File: config.mk
export PLATFORM = sky130hd
export DESIGN_NAME = alu_sequencer
export DESIGN_NICKNAME = d
export VERILOG_FILES = /design/src/rtl/alu_sequencer.sv
export SDC_FILE = /design/constraint.sdc
export NUM_CORES = 1
export LEC_CHECK = 0
export ABC_AREA = 1
export CAP_MARGIN = 20
export CORE_ASPECT_RATIO = 1.4
export CORE_UTILIZATION = 40
export DETAILED_ROUTE_END_ITERATION = 10
export HOLD_SLACK_MARGIN = 0.06
export PLACE_DENSITY_LB_ADDON = 0.3
export SETUP_SLACK_MARGIN = 0.4
export SLEW_MARGIN = 20
export SYNTH_ARGS = -nofsm -noshare
export SYNTH_HDL_FRONTEND = slang
export SYNTH_SLANG_ARGS = --single-unit
File: constraint.sdc
create_clock -name clk -period 1.8 [get_ports clk]
set_clock_uncertainty 0.2 [all_clocks]
set_input_delay 0.27 -clock clk [delete_from_list [all_inputs] [get_ports clk]]
set_output_delay 0.27 -clock clk [all_outputs]
set_load 0.05 [all_outputs]
File: src/rtl/alu_sequencer.sv
// Control stage in front of the 16-bit ALU: accepts a command, launches the ALU,
// waits for done (bounded by a timeout) and presents the captured result downstream.
module alu_sequencer #(
    parameter int TIMEOUT = 64,
    parameter int SETTLE  = 1
) (
    input  logic        clk,
    input  logic        reset_a,
    input  logic        cmd_valid,
    output logic        cmd_ready,
    input  logic [3:0]  cmd_opcode,
    input  logic [15:0] cmd_dataa,
    input  logic [15:0] cmd_datab,
    output logic [15:0] alu_dataa,
    output logic [15:0] alu_datab,
    output logic [3:0]  alu_opcode,
    output logic        alu_start,
    output logic        alu_state,
    input  logic [31:0] alu_out,
    input  logic        alu_carry,
    input  logic        alu_zero,
    input  logic        alu_done,
    output logic        res_valid,
    input  logic        res_ready,
    output logic [31:0] res_data,
    output logic        res_carry,
    output logic        res_zero,
    output logic [3:0]  res_opcode,
    output logic        res_timeout,
    output logic        busy
);

    localparam logic [3:0]  OP_ADD       = 4'b0000;
    localparam logic [3:0]  OP_SUB       = 4'b0001;
    localparam logic [3:0]  OP_DIV       = 4'b0010;
    localparam logic [3:0]  OP_MULT      = 4'b0011;
    localparam logic [15:0] TIMEOUT_LAST = 16'(TIMEOUT - 1);
    localparam logic [15:0] SETTLE_CNT   = 16'(SETTLE);
    localparam logic [15:0] CNT_MAX      = 16'hFFFF;

    typedef enum logic [1:0] {
        ST_IDLE   = 2'd0,
        ST_LAUNCH = 2'd1,
        ST_WAIT   = 2'd2,
        ST_HOLD   = 2'd3
    } state_t;

    // Multi-cycle ops may still show the done flag of the previous operation.
    function automatic logic is_long_op(input logic [3:0] op);
        return (op == OP_MULT) || (op == OP_DIV);
    endfunction

    function automatic logic keeps_carry(input logic [3:0] op);
        return (op == OP_ADD) || (op == OP_SUB);
    endfunction

    state_t      state_r;
    state_t      state_nxt_s;
    logic [15:0] cnt_r;
    logic [15:0] cnt_nxt_s;
    logic        accept_cmd_s;
    logic        capture_s;
    logic        expire_s;
    logic        done_ok_s;

    assign done_ok_s = alu_done && (!is_long_op(alu_opcode) || (cnt_r >= SETTLE_CNT));

    // Next-state decode, wait counter update and capture/expire strobes.
    always_comb begin
        state_nxt_s  = state_r;
        cnt_nxt_s    = cnt_r;
        accept_cmd_s = 1'b0;
        capture_s    = 1'b0;
        expire_s     = 1'b0;
        case (state_r)
            ST_IDLE: begin
                if (cmd_valid && cmd_ready) begin
                    accept_cmd_s = 1'b1;
                    state_nxt_s  = ST_LAUNCH;
                end else begin
                    state_nxt_s  = ST_IDLE;
                end
            end
            ST_LAUNCH: begin
                cnt_nxt_s   = 16'd0;
                state_nxt_s = ST_WAIT;
            end
            ST_WAIT: begin
                if (cnt_r == CNT_MAX) begin
                    cnt_nxt_s = cnt_r;
                end else begin
                    cnt_nxt_s = cnt_r + 16'd1;
                end
                // An accepted done takes priority over the timeout in the same cycle.
                if (done_ok_s) begin
                    capture_s   = 1'b1;
                    state_nxt_s = ST_HOLD;
                end else if (cnt_r >= TIMEOUT_LAST) begin
                    expire_s    = 1'b1;
                    state_nxt_s = ST_HOLD;
                end else begin
                    state_nxt_s = ST_WAIT;
                end
            end
            ST_HOLD: begin
                if (res_valid && res_ready) begin
                    state_nxt_s = ST_IDLE;
                end else begin
                    state_nxt_s = ST_HOLD;
                end
            end
            default: begin
                state_nxt_s = ST_IDLE;
                cnt_nxt_s   = 16'd0;
            end
        endcase
    end

    // State, counter and the per-state control outputs, all decoded from the next state.
    always_ff @(posedge clk) begin
        if (reset_a) begin
            state_r   <= ST_IDLE;
            cnt_r     <= 16'd0;
            cmd_ready <= 1'b1;
            alu_start <= 1'b0;
            alu_state <= 1'b0;
            res_valid <= 1'b0;
            busy      <= 1'b0;
        end else begin
            state_r   <= state_nxt_s;
            cnt_r     <= cnt_nxt_s;
            cmd_ready <= (state_nxt_s == ST_IDLE);
            alu_start <= (state_nxt_s == ST_LAUNCH);
            alu_state <= (state_nxt_s == ST_LAUNCH) || (state_nxt_s == ST_WAIT);
            res_valid <= (state_nxt_s == ST_HOLD);
            busy      <= (state_nxt_s != ST_IDLE);
        end
    end

    // Operand/opcode registers toward the ALU; they move only on command acceptance.
    always_ff @(posedge clk) begin
        if (reset_a) begin
            alu_dataa  <= 16'd0;
            alu_datab  <= 16'd0;
            alu_opcode <= 4'd0;
        end else if (accept_cmd_s) begin
            alu_dataa  <= cmd_dataa;
            alu_datab  <= cmd_datab;
            alu_opcode <= cmd_opcode;
        end
    end

    // Result capture; held unchanged through HOLD until the next capture or expiry.
    always_ff @(posedge clk) begin
        if (reset_a) begin
            res_data    <= 32'd0;
            res_carry   <= 1'b0;
            res_zero    <= 1'b0;
            res_opcode  <= 4'd0;
            res_timeout <= 1'b0;
        end else if (capture_s) begin
            res_data    <= alu_out;
            res_carry   <= keeps_carry(alu_opcode) & alu_carry;
            res_zero    <= alu_zero;
            res_opcode  <= alu_opcode;
            res_timeout <= 1'b0;
        end else if (expire_s) begin
            res_data    <= 32'd0;
            res_carry   <= 1'b0;
            res_zero    <= 1'b0;
            res_opcode  <= alu_opcode;
            res_timeout <= 1'b1;
        end
    end

endmodule
==> results of run 1 <==
registers in the layout (all words and copies together) (netlist names):
register and cells:
cnt_r 16, busy 1, alu_opcode 4, res_carry 1, alu_datab 16, alu_dataa 16
res_data 32, state_r 2, alu_start 1, alu_state 1, res_valid 1, cmd_ready 1
res_timeout 1, res_opcode 4, res_zero 1
area by class of cell:
class	count	area, sq um
sequential	98	1980
tap	135	169
multi-input combinational	375	2110
fill	849	3410
clock inverter	4	33.8
timing repair buffer	200	1840
clock buffer	11	264
inverter	33	143
worst max-delay path: stages (launching register included):
cell and delay, ps:
sky130_fd_sc_hd__dfxtp_4 370, sky130_fd_sc_hd__inv_4 40, sky130_fd_sc_hd__ha_4 130, sky130_fd_sc_hd__nand3b_1 150, sky130_fd_sc_hd__nor2_2 140, sky130_fd_sc_hd__nand2_2 90, sky130_fd_sc_hd__nand2_4 90, sky130_fd_sc_hd__nand2_4 60
sky130_fd_sc_hd__nor2_4 110, sky130_fd_sc_hd__ha_1 240, sky130_fd_sc_hd__inv_1 50, sky130_fd_sc_hd__nor2_1 30
how the worst max path moves through the flow:
stage | end | startpoint
2_1_floorplan | alu_state | cnt_r[1]
3_3_place_gp | alu_state | cnt_r[1]
3_5_place_dp | res_data[26] | cnt_r[1]
4_1_cts | alu_state | cnt_r[1]
5_1_grt | alu_start | cnt_r[1]
6_report | alu_state | cnt_r[1]
placed cells by master, fill, tap and decap left out, types with 5 or more instances in the layout:
cell type                         netlist  layout
sky130_fd_sc_hd__o21ai_0               33      30
sky130_fd_sc_hd__dfxtp_2                0       5
sky130_fd_sc_hd__a21oi_1               39      38
sky130_fd_sc_hd__nor2_4                 2      12
sky130_fd_sc_hd__buf_4                  2     101
sky130_fd_sc_hd__a21oi_2                6       7
sky130_fd_sc_hd__nand2_1               38      29
sky130_fd_sc_hd__inv_1                 27      23
sky130_fd_sc_hd__o21ai_2                0       7
sky130_fd_sc_hd__nor2_1               121     113
sky130_fd_sc_hd__nand2_4                4       7
sky130_fd_sc_hd__nand2_2                4       9
sky130_fd_sc_hd__nand3_1               83      79
sky130_fd_sc_hd__clkdlybuf4s50_1        0      73
sky130_fd_sc_hd__nand4_1                5       5
sky130_fd_sc_hd__buf_6                  6      18
sky130_fd_sc_hd__inv_2                  5       6
sky130_fd_sc_hd__dfxtp_1               98      89
sky130_fd_sc_hd__o21ai_1               12       8
sky130_fd_sc_hd__clkbuf_16              0      10
kinds of logic (layout without fill, tap and decap cells):
group	count (synthesis)	count (layout)
and+or+nand+nor	274	275
DFF	98	98
AOI/OAI and AO/OA	91	91
buffers and inverters	62	248
adders and majority gates	7	7
xor gates and xnor gates	2	2
report_power, final:
part           leakage (nW)  switching [mW]  total, mW  internal [mW]
clock                 0.149           0.813       1.88           1.06
combinational          1.75            1.27       2.04          0.772
sequential            0.804           0.125       2.49           2.36
total                  2.71            2.20       6.40           4.20
routing by layer:
| metal | up-vias | GRT usage [%] | share of wire [%] |
|---|---|---|---|
| met5 | - | 0 | 0 |
| met4 | 0 | 12.4 | 3.2 |
| met3 | 26 | 4.27 | 6.9 |
| met2 | 164 | 36.5 | 50 |
| met1 | 1972 | 24.6 | 40 |
| li1 | 2129 | - | - |
repair_timing:
| item | CTS | global route |
|---|---|---|
| resized for setup | 54 | 29 |
| setup endpoints to repair | 101 | 106 |
| pin swaps | 15 | 12 |
| gates cloned | 2 | 0 |
| hold buffers | 0 | 0 |
| endpoints found under the hold margin | 0 | 0 |
| buffers inserted | 3 | 3 |
==> Implementation_results.wiki, run 1 <==
{| class="wikitable"
! Metric !! Value
|-
| Post-synth top cells || 121 x sky130_fd_sc_hd__nor2_1, 98 x sky130_fd_sc_hd__dfxtp_1, 83 x sky130_fd_sc_hd__nand3_1
|-
| Tot GR Track Use || 21.5%
|-
| Instance count along the most critical hold path || 3
|-
| Critical path launch point type || flop
|-
| Pre-CTS setup slack || -178 ps
|-
| Library cell occupying the most area in the post-synthesis netlist || sky130_fd_sc_hd__dfxtp_1
|-
| Mean post-synth cell area || 7.73 sq um
|-
| Max-Cap Viols || 0
|-
| Endpoint of the worst register-to-register path || alu_state
|-
| Number of distinct library cells after synthesis || 31
|-
| Post-Route WL || 11700 um
|-
| Number of warnings printed during yosys synthesis || 0
|-
| Starting density of the core || 41.4%
|-
| Final Util || 65.7%
|-
| CTS tree || built
|-
| Power density of the placed cells || 979 mW/mm^2
|-
| Nets in the synthesized netlist || 616
|-
| Wirelength per Cell || 13.7 um
|-
| Combinational family with the most area after synthesis || simple AND/OR/NAND/NOR gates
|-
| Total setup violations reported at the end of the flow || 6
|-
| Post-CTS clock slew at the launch and capture registers of the worst setup and hold paths || 70 ps
|-
| Worst path setup slack after routing || -20.5 ps
|-
| Max Transition Viols Final || 0
|-
| Antenna Violating Nets Remaining || 0
|-
| Part of the Yosys area used for sequential elements || 47.6%
|-
| Number of top-level pins || 155
|-
| Area after detailed placement || 0.00584 sq mm
|-
| Final worst hold slack || 129 ps
|-
| Residual DRC count || 0
|-
| P&R area growth vs syn || 58.5%
|-
| Max-slew headroom || 75.2%
|-
| Share of synthesized registers carrying an async set or reset || 0%
|-
| Synth area leaders || sky130_fd_sc_hd__dfxtp_1 48%, sky130_fd_sc_hd__nor2_1 11%, sky130_fd_sc_hd__nand3_1 10%
|-
| Initial antenna violation count || 0
|-
| Hold violation count in the final report || 0
|-
| Violated checks || negative setup slack
|-
| Source of the worst register-to-register timing path || cnt_r[1]
|-
| Hold endpoint || cnt_r[1]
|-
| Root cell of the clock tree || sky130_fd_sc_hd__clkbuf_16
|-
| Proportion of layout cells with a drive suffix above 1 || 31.1%
|-
| Library cell with the highest instance count after synthesis || sky130_fd_sc_hd__nor2_1
|-
| IO Port Bufs || 154
|-
| GRT overflow || 0
|-
| Top cell type's share of synthesized area || 47.6%
|-
| Pin count of the biggest net entering global routing || 37
|-
| Setup slack on the worst flop-to-flop path || -20 ps
|-
| Post-synthesis mux area share || 0%
|-
| Static leakage || 2.71 nW
|-
| Category of the critical setup timing path || reg -> reg
|-
| Ys flop type || sky130_fd_sc_hd__dfxtp_1
|-
| Count of routing violations after the opening detailed-route iteration || 162
|-
| Post-synthesis instance total || 534
|-
| Per-cell via count in the routed design || 5.01
|-
| Seq cells post-synth || 98
|-
| Netlist Area Pre-Place || 0.00413 sq mm
|-
| Die ar. || 0.0107 sq mm
|-
| DR pass1 iterations || 5
|-
| Vertical die dimension || 122 um
|-
| Fin Setup TNS || -88.0 ps
|-
| Vias post-DR || 4291
|-
| Achievable clock frequency || 0.549 GHz
|-
| Hold path start || reset_a
|-
| Final critical path time including I/O delays and setup || 1820 ps
|-
| Number of placed instances with taps included || 833
|-
| First-pass GRT wire length || 17900 um
|-
| Final design instance area without fill || 0.00654 sq mm
|-
| Worst Hold Class || in -> reg
|-
| Share of synthesized cell area in full adder, half adder and majority cells || 2.12%
|-
| Number of global-route vias before repair || 3976
|-
| Fraction of the mapped netlist area in compound gates || 11.6%
|-
| Fraction of the mapped netlist area in simple logic gates || 30.8%
|-
| Number of inserted diodes || 0
|-
| Final HPWL DP || 8000 um
|-
| Count of clock tree sinks || 98
|-
| Core Region || 0.00995 sq mm
|-
| Number of non-filler instances in the completed layout || 856
|-
| Site row count || 43
|-
| Number of buffers on the longest clock path || 2
|-
| Clock buffers created by TritonCTS || 9
|-
| Data arrival at the endpoint of the critical path || 1850 ps
|-
| Type of destination of the critical path || flop
|-
| Status || complete, but fails checks
|-
| Crit share post-route || 101%
|-
| Max H-tree Level || 3
|-
| Source-to-sink clock delay at the later pin of the worst-skew pair || 350 ps
|-
| EDFF count, synth || 0
|-
| XOR/XNOR Fraction of Synth Area || 0.425%
|-
| Die width || 87.8 um
|-
| Required time at the endpoint of the critical path || 1830 ps
|-
| Final Wtd Congestion || 0.905
|-
| Setup repair after global routing missed its margin || yes
|-
| Biggest fanout along the worst timing path || 3
|-
| Number of nets in the layout || 799
|-
| Slew at the pin with the worst max-slew slack || 371 ps
|-
| Maximum ir drop on the vdd rail || 0.686 mV
|-
| Post-route total power || 6.40 mW
|-
| Depth of the most critical reg-to-reg path || 11
|}
No activity file was read; power rests on OpenSTA's default activity.
==> run 2: changes to the inputs <==
- ABC_CLOCK_PERIOD_IN_PS: default -> 1800
==> results of run 2 <==
Same layout as run 1: the final DEF is identical, and so are final timing and power.
